===== config.mk =====
export PLATFORM = sky130hd
export DESIGN_NAME = flash_timer
export DESIGN_NICKNAME = d
export VERILOG_FILES = /design/src/rtl/flash_timer.sv
export SDC_FILE = /design/constraint.sdc
export NUM_CORES = 1
export LEC_CHECK = 0
export ABC_AREA = 0
export BUFFER_PORTS_ARGS = -buffer_cell sky130_fd_sc_hd__buf_2
export CORE_MARGIN = 4
export CORE_UTILIZATION = 52
export DETAILED_ROUTE_END_ITERATION = 8
export PLACE_DENSITY = 0.92
export SYNTH_ARGS = -nofsm -noshare
export SYNTH_HDL_FRONTEND = slang
export SYNTH_SLANG_ARGS = --single-unit

===== constraint.sdc =====
create_clock -name CLK_50MHZ -period 4.03 [get_ports CLK_50MHZ]
set_input_delay 0.2015 -clock CLK_50MHZ [delete_from_list [all_inputs] [get_ports CLK_50MHZ]]
set_output_delay 0.2015 -clock CLK_50MHZ [all_outputs]
set_load 0.01 [all_outputs]

===== src/rtl/flash_timer.sv =====
// One-shot / auto-reload down-counting timer with registered busy, done, expired and count.
// Define FLASH_TIMER_PRESCALE_EN to build a PRESCALE-cycle tick prescaler; otherwise it ticks every cycle.
module flash_timer #(
    parameter int CNT_W    = 8,
    parameter int PERIODIC = 0,
    parameter int PRESCALE = 50
) (
    input  logic             CLK_50MHZ,
    input  logic             RST,
    input  logic             start,
    input  logic [CNT_W-1:0] delay,
    input  logic             abort,
    output logic             busy,
    output logic             done,
    output logic             expired,
    output logic [CNT_W-1:0] count
);

    typedef enum logic {
        IDLE = 1'b0,
        RUN  = 1'b1
    } state_t;

    state_t           state;
    logic [CNT_W-1:0] delay_q;
    logic             tick;

`ifdef FLASH_TIMER_PRESCALE_EN
    localparam int PW = (PRESCALE > 1) ? $clog2(PRESCALE) : 1;
    localparam logic [PW-1:0] PRE_LAST = PW'(PRESCALE - 1);

    logic [PW-1:0] pre_cnt;

    assign tick = (pre_cnt == PRE_LAST);

    // Held at zero outside RUN, so an accepted start always begins a fresh PRESCALE window.
    always_ff @(posedge CLK_50MHZ) begin
        if (RST) begin
            pre_cnt <= '0;
        end else if (state == IDLE || abort || tick) begin
            pre_cnt <= '0;
        end else begin
            pre_cnt <= pre_cnt + 1'b1;
        end
    end
`else
    assign tick = 1'b1;
`endif

    // Expiry is the tick seen while count is already zero; abort is checked first so it wins.
    always_ff @(posedge CLK_50MHZ) begin
        if (RST) begin
            state   <= IDLE;
            busy    <= 1'b0;
            done    <= 1'b0;
            expired <= 1'b0;
            count   <= '0;
            delay_q <= '0;
        end else begin
            done <= 1'b0;
            case (state)
                IDLE: begin
                    if (abort) begin
                        expired <= 1'b0;
                        count   <= '0;
                    end else if (start) begin
                        state   <= RUN;
                        busy    <= 1'b1;
                        expired <= 1'b0;
                        count   <= delay;
                        delay_q <= delay;
                    end
                end
                RUN: begin
                    if (abort) begin
                        state   <= IDLE;
                        busy    <= 1'b0;
                        expired <= 1'b0;
                        count   <= '0;
                    end else if (tick) begin
                        if (count == '0) begin
                            done    <= 1'b1;
                            expired <= 1'b1;
                            if (PERIODIC != 0) begin
                                count <= delay_q;
                            end else begin
                                state <= IDLE;
                                busy  <= 1'b0;
                            end
                        end else begin
                            count <= count - 1'b1;
                        end
                    end
                end
                default: begin
                    state <= IDLE;
                    busy  <= 1'b0;
                    count <= '0;
                end
            endcase
        end
    end

endmodule


==> results of run 1 <==
sequential cells by signal, indices dropped and copies added (netlist names):
| register | cells |
|---|---|
| done | 1 |
| busy | 1 |
| expired | 1 |
| count | 8 |
| state | 1 |
cell usage after synthesis (2+ instances only):
cell type  count
o21ai_0        3
ha_1           2
inv_1          7
clkbuf_1       3
nor2_1         5
nand3_1        3
a21oi_1       10
nor3b_1        3
nor3_1         4
dfxtp_1       12
nand2_1        6
a211oi_1       5
o31ai_1        3
worst register-to-register path: cells and delay by family, from the launching register on:
family	cells	cell delay [ns]
flip-flops	1	0.36
adder cells (fa/ha/maj)	1	0.16
AO/OA/AOI/OAI	2	0.54
buffers and inverters	1	0.12
AND/OR/NAND/NOR	2	0.66
power groups by stage:
stage | Combinational [mW] | Clock [mW] | Sequential [mW]
5_1_grt | 0.0821 | 0.108 | 0.139
6_report | 0.0745 | 0.0990 | 0.137
2_1_floorplan | 0.0522 | 0 | 0.138
3_3_place_gp | 0.0709 | 0 | 0.139
3_5_place_dp | 0.0731 | 0 | 0.140
4_1_cts | 0.0735 | 0.101 | 0.137
layout make-up:
| type | instances | area (um^2) |
|---|---|---|
| inverters | 7 | 26.28 |
| repair buffers | 22 | 110.1 |
| fillers | 127 | 435.4 |
| flip-flops and latches | 12 | 240.2 |
| multi-input cells | 64 | 434.2 |
| clock buffers | 4 | 36.28 |
| well taps | 15 | 18.77 |
worst max-delay path by stage:
stage	start	end	slack, ns
4_1_cts	count[0]	count[6]	2.14
3_3_place_gp	count[0]	count[6]	2.29
5_1_grt	count[0]	count[7]	1.87
3_5_place_dp	count[0]	count[6]	2.13
6_report	count[0]	count[6]	2.11
2_1_floorplan	count[0]	count[6]	2.25
through the flow:
| stage | util | setup slack, ns | hold WS (ns) | std cells | total power, mW |
|---|---|---|---|---|---|
| final | 0.6654 | 2.107 | 0.2235 | 124 | 0.3109 |
| after global routing | 0.6654 | 1.867 | 0.2350 | 124 | 0.3290 |
| after CTS | 0.6654 | 2.138 | 0.2145 | 124 | 0.3118 |
| after detailed placement | 0.6375 | 2.134 | 0.4678 | 120 | 0.2128 |
| after global placement | 0.6375 | 2.288 | 0.4589 | 120 | 0.2103 |
| after floorplan | - | 2.250 | 0.3182 | 87 | 0.1905 |
kinds of logic (layout without fill, tap and decap cells):
kind of cell,after synthesis,count (layout)
adders and majority gates,2,2
AOI/OAI and AO/OA,33,33
xor gates and xnor gates,2,2
buffers and inverters,11,33
DFF,12,12
and+or+nand+nor,27,27
per-layer routing:
metal / share of wire / global-route usage / vias up
met5: 0 / 0 / -
met4: 0.021 / 0.1579 / 0
met3: 0.070 / 0.04781 / 5
met2: 0.46 / 0.3220 / 38
met1: 0.45 / 0.2830 / 343
li1: - / - / 378
==> run metrics, run 1 <==
total CTS buffers 3; Top FF cell, synth dfxtp_1; Post-Syn Area 716.9 um^2; total gr overflow 0; Post-Synth XOR/XNOR Area 0.02443; Slew Viols, Final 0; Syn Inst Count 87; final setup violation count 0; port buffer count 22; setup TNS 0 ns; drt initial violations 25; Worst-Skew Late Latency 0.28 ns; commonest non-fill, non-tap cell in the layout buf_2; Fin. Hold Viols 0; Simple-Gate Fraction of Synth Area 0.2199; Adder-Cell Fraction of Synth Area 0.03490; antenna viol nets, final 0; Setup Skew about 0.0011 ns; first-pass GRT wire length 3194 um; status finished, final reports clean; Hold WC Path Type input port to flip-flop; worst r2r path cells 6; compound-cell area share of the yosys netlist 0.3264; Async S/R FF share, synth 0; hold path startpoint start; Worst Path Class, Setup flip-flop to flip-flop; CTS Hold Buffers Added 0; Hold EP busy; Switching Power 0.09729 mW; DP Area 829.5 um^2; Max IR drop VDD ~0.21 mV; crit path launch type flip-flop; CTS Root Cell clkbuf_4; mux contribution to synthesized area 0; maxcap violations 0; CTS tree done; Yosys warnings 0; worst slew pin tran 0.5856 ns; Die H 45.13 um; post-synth top area share 0.3351; critical path required time ~4.2 ns; PwrDens about 360 nW/um^2; RePlAce Congestion roughly 0.9; initial antenna violation count 0; Post CTS Setup Buffer Count 0; Worst EP arrival roughly 2.1 ns; Clk pin slew, worst setup/hold paths about 0.080 ns; sequential fraction of design power 0.442; internal power approximately 0.21 mW; switching portion of total power 0.3130; combinational power share 0.240; Buf+Inv Stages, Crit Path 1; DP Wirelength about 1400 um; # DRC 0; synthesis-to-finish area growth 20.77%; Final Cell Area just under 900 um^2; CP max stage delay about 0.50 ns; EDFF count, synth 0; Sinks on Clock Net 12; ANT cells 0; Tmin final between 1.5 and 2 ns; iteration count of the initial detailed-routing pass 4; # resized after CTS 0; DR vias/cell 6.161; largest net degree at the start of global routing 15; WL final 1916 um; final period utilization 0.4772; Max clock buf depth 2; R2R Setup Slk between 2 and 2.5 ns; via count between 700 and 800; worst reg2reg path endpoint count[6]; start of the worst register-to-register path count[0]; I/O pins 23; most frequent cells in the layout 22 x buf_2, 12 x dfxtp_1, 10 x a21oi_1; slowest CP cell nor3b_1; CP max FO 6; die width approximately 45 um; WL/cell 15.45 um; synthesized flop and latch total 12; fraction of final layout cells sized beyond drive strength 1 0.2936; Clock Power Share 0.318; starting density of the core 0.5510; Die Footprint roughly 2000 um^2; Mean Syn Cell Area a little over 8 um^2; gr usage total 0.2207; area leader, netlist dfxtp_1; RSZ-0062 raised after global routing false; number of global-route vias before repair 696; Synth area leaders dfxtp_1 34%, a21oi_1 7.0%, a211oi_1 5.2%, inv_1 3.7%, ha_1 3.5%; Core Region 1301 um^2; CP top delay family simple AND/OR/NAND/NOR gates; largest family of logic cells by synthesized area compound AO/OA/AOI/OAI gates; Post-Syn Nets slightly above 100; Yosys cell types 34; row cnt 13; Hold Crit Depth 3; Seq/Total Area, Yosys 0.3351; Layout Nets roughly 120; Crit path depth 6; CP cell instances inv_1 > ha_1 > nor3b_1 > a31o_2 > nand2_1 > o32ai_1; maximum clock frequency slightly above 500 MHz; leak pwr 0.3707 nW; Max-Slew Margin vs Limit 0.6087; H-tree levels 1; Crit. End Element flip-flop
Note: power is estimated with default switching activity, not from simulation.
==> inputs of run 2 (changes only) <==
- CORE_UTILIZATION: 52 -> 43
- PLACE_DENSITY: 0.92 -> 0.83
- clock period: 4.03 -> 1.6 ns (I/O delays scaled with it)
==> run 2 against run 1 <==
Net effect:
- the run now ends with setup timing left
- setup slack got worse by 2.1 ns
- die area up 17%
- count of clock-buffer cells in the layout unchanged
- global-route usage decreased by 2.9 points
- cell count is 13% higher
- combinational power rose to 3.6 times the previous value
- sequential cell count unchanged
==> run metrics, run 2 (synthesis gave the netlist of run 1 again) <==
status finished, violations left (was finished, final reports clean); failing checks setup timing; setup TNS -0.03201 ns (was 0 ns); initial antenna violation count 0 (unchanged); WL met2 1035 um (was 888 um); Hold WC Path Type input port to flip-flop (unchanged); internal power 0.5460 mW (was 0.2136 mW); die width 48.83 um (was 45.13 um); Core Region 1541 um^2 (was 1301 um^2); via count 849 (was 764); RSZ-0062 raised after global routing true (was false); crit path launch type flip-flop (unchanged); drt initial violations 39 (was 25); CP max stage delay 0.57 ns (was 0.50 ns); row cnt 14 (was 13); total CTS buffers 3 (unchanged); CP cell instances or4_4 > o311a_1 > a221oi_2 > a211oi_1 (was inv_1 > ha_1 > nor3b_1 > a31o_2 > nand2_1 > o32ai_1); I/O pins 23 (unchanged); number of flip-flops in the largest register 8 (unchanged); Setup Skew 0.006182 ns (was 0.001135 ns); switching portion of total power 0.3220 (was 0.3130); Reg area 249.0 um^2 (was 240.2 um^2); Setup WS pre-CTS -0.01435 ns (was 2.134 ns); maximum clock frequency 612.7 MHz (was 520.0 MHz); R2R Setup Slk -0.03 ns (was 2.11 ns); number of global-route vias before repair 768 (was 696); Tmin final 1.632 ns (was 1.923 ns); Worst Slack Setup Final -0.03201 ns (was 2.107 ns); PwrDens 797.7 nW/um^2 (was 359.0 nW/um^2); most frequent cells in the layout 22 x buf_2, 14 x buf_4, 10 x a21oi_1 (was 22 x buf_2, 12 x dfxtp_1, 10 x a21oi_1); sequential fraction of design power 0.420 (was 0.442); filler cell count 125 (was 127); port buffer count 22 (unchanged); Worst-Skew Late Latency 0.27 ns (was 0.28 ns); combinational power share 0.334 (was 0.240); Clock Power Share 0.245 (was 0.318); DP Wirelength 1618 um (was 1367 um); synthesis-to-finish area growth 40.84% (was 20.77%); Met1 Wirelength 907 um (was 853 um); total gr overflow 0 (unchanged); Slew Viols, Final 0 (unchanged); antenna viol nets, final 0 (unchanged); Crit. End Element flip-flop (unchanged); gr usage total 0.1918 (was 0.2207); # DRC 0 (unchanged); final core occ 0.6550 (was 0.6654); ANT cells 0 (unchanged); top layer in use met4 (unchanged); hold slack 0.1232 ns (was 0.2235 ns); Switching Power 0.2594 mW (was 0.09729 mW); Die H 48.83 um (was 45.13 um); final setup violation count 1 (was 0); Multi-input gate area 461.7 um^2 (was 434.2 um^2); fraction of final layout cells sized beyond drive strength 1 0.4274 (was 0.2936); leak pwr 0.4517 nW (was 0.3707 nW); Layout Cells excl Fill 140 (was 124); CTS Root Cell clkbuf_4 (unchanged); RePlAce Congestion 0.8596 (was 0.8740); Fin. Hold Viols 0 (unchanged); Worst Path Class, Setup flip-flop to flip-flop (unchanged); Max-Slew Margin vs Limit 0.7598 (was 0.6087); CP max FO 5 (was 6); WL met3 202 um (was 134 um); Post-Place Cells 133 (was 120); first-pass GRT wire length 3581 um (was 3194 um); Die Footprint 2384 um^2 (was 2037 um^2); CTS tree done (unchanged); commonest non-fill, non-tap cell in the layout buf_2 (unchanged); register bank with the most flops count (unchanged); Max clock buf depth 2 (unchanged); Clk pin slew, worst setup/hold paths 0.08 ns (about the same); H-tree levels 1 (unchanged); worst slew pin tran 0.3596 ns (was 0.5856 ns); Sinks on Clock Net 12 (unchanged); Layout Nets 139 (was 124); largest net degree at the start of global routing 14 (was 15); Max IR drop VDD 0.4713 mV (was 0.2117 mV); slowest CP cell or4_4 (was nor3b_1); WL final 2211 um (was 1916 um); WL/cell 15.79 um (was 15.45 um); CTS Hold Buffers Added 0 (unchanged); maxcap violations 0 (unchanged); starting density of the core 0.4651 (was 0.5510); iteration count of the initial detailed-routing pass 4 (unchanged); Worst EP arrival 1.78 ns (was 2.12 ns); DR vias/cell 6.064 (was 6.161); final period utilization 1.020 (was 0.4772); critical path required time 1.75 ns (was 4.22 ns)
run 2: power by group through the flow:
| stage | combinational, mW | clock, mW | sequential, mW |
|---|---|---|---|
| 2_1_floorplan | 0.140 | 0 | 0.350 |
| 3_3_place_gp | 0.237 | 0 | 0.345 |
| 3_5_place_dp | 0.245 | 0 | 0.345 |
| 4_1_cts | 0.251 | 0.201 | 0.338 |
| 5_1_grt | 0.289 | 0.225 | 0.342 |
| 6_report | 0.269 | 0.198 | 0.339 |
run 2: routing by layer:
layer,global-route usage,up-vias
met5,0,-
met3,0.04587,8
met4,0.08520,0
li1,-,403
met1,0.2398,387
met2,0.3087,51
run 2: worst paths after layout:
path	from	depth (start not counted)	to
worst max-delay path	count[1]	4	count[7]
worst min-delay path	start	3	busy
worst max register to register	count[1]	4	count[7]
worst min register to register	busy	2	busy
run 2: timing repair:
item | 4_1_cts | 5_1_grt
buffers inserted | 2 | 1
endpoints found under the setup margin | 2 | 8
resized for setup | 0 | 3
pin swaps | 3 | 5
endpoints found under the hold margin | 0 | 0
run 2: metrics by stage:
step	power [mW]	instance area, um^2
floorplan	0.4901	745.7
global placement	0.5822	949.7
detailed placement	0.5901	949.7
CTS	0.7899	991.0
global route	0.8565	1010
finish	0.8054	1010
run 2: worst max-delay path: cells and delay by family, from the launching register on:
family	cells	cell delay, ns
simple gates	1	0.57
compound gates	3	0.58
flops	1	0.36
run 2: layout make-up:
type	instances	area share
sequential	12	0.2466
tap	16	0.01983
clock buffer	4	0.02602
multi-input combinational	64	0.4572
timing repair buffer	37	0.2243
inverter	7	0.02602
==> inputs of run 3 (changes only) <==
- CELL_PAD_IN_SITES_DETAIL_PLACEMENT: not set -> 0
- CELL_PAD_IN_SITES_GLOBAL_PLACEMENT: not set -> 1
- CORE_UTILIZATION: 43 -> 35
- PLACE_DENSITY: 0.83 -> 0.88
- clock period: 1.6 -> 1.85 ns (I/O delays scaled with it)
==> run 3 against run 2 <==
Net effect:
- the run now ends clean
- register-to-register slack improved by 0.12 ns
- maximum frequency fell by 7.4%
- count of clock-buffer cells in the layout did not move
- worst hold slack improved by 0.0067 ns
==> run metrics, run 3 (synthesis gave the netlist of run 1 again) <==
status finished, final reports clean (was finished, violations left); DR vias/cell 5.539 (was 6.064); WL final 2054 um (was 2211 um); hold slack 0.1299 ns (was 0.1232 ns); H-tree levels 1 (unchanged); PwrDens 756.2 nW/um^2 (was 797.7 nW/um^2); maximum clock frequency 567.3 MHz (was 612.7 MHz); ANT cells 0 (unchanged); maxcap violations 0 (unchanged); Max-Slew Margin vs Limit 0.7421 (was 0.7598); critical path required time 2.04 ns (was 1.75 ns); number of flip-flops in the largest register 8 (unchanged); DP Wirelength 1548 um (was 1618 um); register bank with the most flops count (unchanged); CP cell instances inv_1 > ha_1 > nor3b_1 > a31o_2 > or4_1 > o32ai_1 (was or4_4 > o311a_1 > a221oi_2 > a211oi_1); I/O pins 23 (unchanged); Core Region 1962 um^2 (was 1541 um^2); commonest non-fill, non-tap cell in the layout buf_2 (unchanged); largest net degree at the start of global routing 14 (unchanged); Critical Path End count[6] (was count[7]); Tmin final 1.763 ns (was 1.632 ns); Max IR drop VDD 0.2660 mV (was 0.4713 mV); first-pass GRT wire length 3256 um (was 3581 um); drt initial violations 23 (was 39); initial antenna violation count 0 (unchanged); port buffer count 22 (unchanged); worst slew pin tran 0.3850 ns (was 0.3596 ns); CTS Root Cell clkbuf_4 (unchanged); number of global-route vias before repair 720 (was 768); fraction of final layout cells sized beyond drive strength 1 0.3421 (was 0.4274); antenna viol nets, final 0 (unchanged); Die Footprint 2837 um^2 (was 2384 um^2); Max clock buf depth 2 (unchanged); total CTS buffers 3 (unchanged); CP max FO 5 (unchanged); die width 53.26 um (was 48.83 um); Die H 53.26 um (was 48.83 um); CTS tree done (unchanged); worst r2r path cells 6 (was 4); Setup Skew 0.0003274 ns (was 0.006182 ns); leak pwr 0.3967 nW (was 0.4517 nW); Clk pin slew, worst setup/hold paths 0.08 ns (about the same); crit path launch type flip-flop (unchanged); total gr overflow 0 (unchanged); Worst Path Class, Setup flip-flop to flip-flop (unchanged); RePlAce Congestion 0.8915 (was 0.8596); R2R Setup Slk 0.09 ns (was -0.03 ns); RSZ-0062 raised after global routing false (was true); final setup violation count 0 (was 1); Worst-Skew Late Latency 0.28 ns (was 0.27 ns); Sinks on Clock Net 12 (unchanged); Fin. Hold Viols 0 (unchanged); iteration count of the initial detailed-routing pass 4 (unchanged); Worst EP arrival 1.95 ns (was 1.78 ns); gr usage total 0.1579 (was 0.1918); setup TNS 0 ns (was -0.03201 ns); WL/cell 14.57 um (was 15.79 um); Layout Nets 129 (was 139); most frequent cells in the layout 22 x buf_2, 10 x a21oi_1, 10 x dfxtp_1 (was 22 x buf_2, 14 x buf_4, 10 x a21oi_1); CTS Hold Buffers Added 0 (unchanged); Crit. End Element flip-flop (unchanged); starting density of the core 0.3654 (was 0.4651); via count 781 (was 849); row cnt 16 (was 14); Setup crit start count[0] (was count[1]); # DRC 0 (unchanged); Slew Viols, Final 0 (unchanged); CP max stage delay 0.48 ns (was 0.57 ns); start of the worst register-to-register path count[0] (was count[1]); slowest CP cell or4_1 (was or4_4); Hold WC Path Type input port to flip-flop (unchanged); final core occ 0.4694 (was 0.6550); synthesis-to-finish area growth 28.45% (was 40.84%); worst reg2reg path endpoint count[6] (was count[7]); final period utilization 0.9529 (was 1.020)
-- run 3: area by class of cell --
| type | instances | area [um^2] |
|---|---|---|
| multi-input cells | 64 | 434.2 |
| inverters | 7 | 26.28 |
| fillers | 232 | 1041 |
| repair buffers | 27 | 147.6 |
| well taps | 27 | 33.78 |
| clock buffers | 4 | 36.28 |
| flip-flops and latches | 12 | 242.7 |
-- run 3: metrics by stage --
step / setup slack (ns) / area, um^2 / power, mW / cells
floorplan: 0.07005 / 716.9 / 0.4150 / 87
global placement: 0.1455 / 882.1 / 0.4819 / 137
detailed placement: 0.04825 / 882.1 / 0.4846 / 137
CTS: 0.02889 / 918.4 / 0.6977 / 141
global route: 0.03677 / 920.9 / 0.7272 / 141
finish: 0.08711 / 920.9 / 0.6964 / 141
-- run 3: worst min-delay path by stage --
stage           from       end  cells past startpoint
6_report       start      busy                      3
2_1_floorplan    RST  count[6]                      1
5_1_grt        abort   expired                      2
3_3_place_gp   start      busy                      3
4_1_cts        start      busy                      3
3_5_place_dp   start      busy                      3
-- run 3: worst max-delay path, delay by kind of cell (launching register included) --
kind | cells | cell delay (ns)
AO/OA/AOI/OAI | 2 | 0.41
adder cells (fa/ha/maj) | 1 | 0.19
buffers and inverters | 1 | 0.08
flip-flops | 1 | 0.37
AND/OR/NAND/NOR | 2 | 0.63
-- run 3: what timing repair did --
| item | CTS | global route |
|---|---|---|
| buffers inserted | 0 | 0 |
| setup endpoints to repair | 0 | 1 |
| gates resized for setup | 0 | 2 |
-- run 3: where the power goes --
group | leakage (nW) | switching, mW | internal, mW
registers | 0.0992 | 0.0179 | 0.274
clock network | 0.0210 | 0.0958 | 0.120
logic | 0.277 | 0.102 | 0.0868
-- run 3: routing by layer --
layer  part of all wire  track usage  vias up
met2               0.47       0.2551       32
li1                   -            -      382
met1               0.45       0.2007      362
met4              0.016      0.07660        0
met5                  0            0        -
met3              0.060      0.02535        5
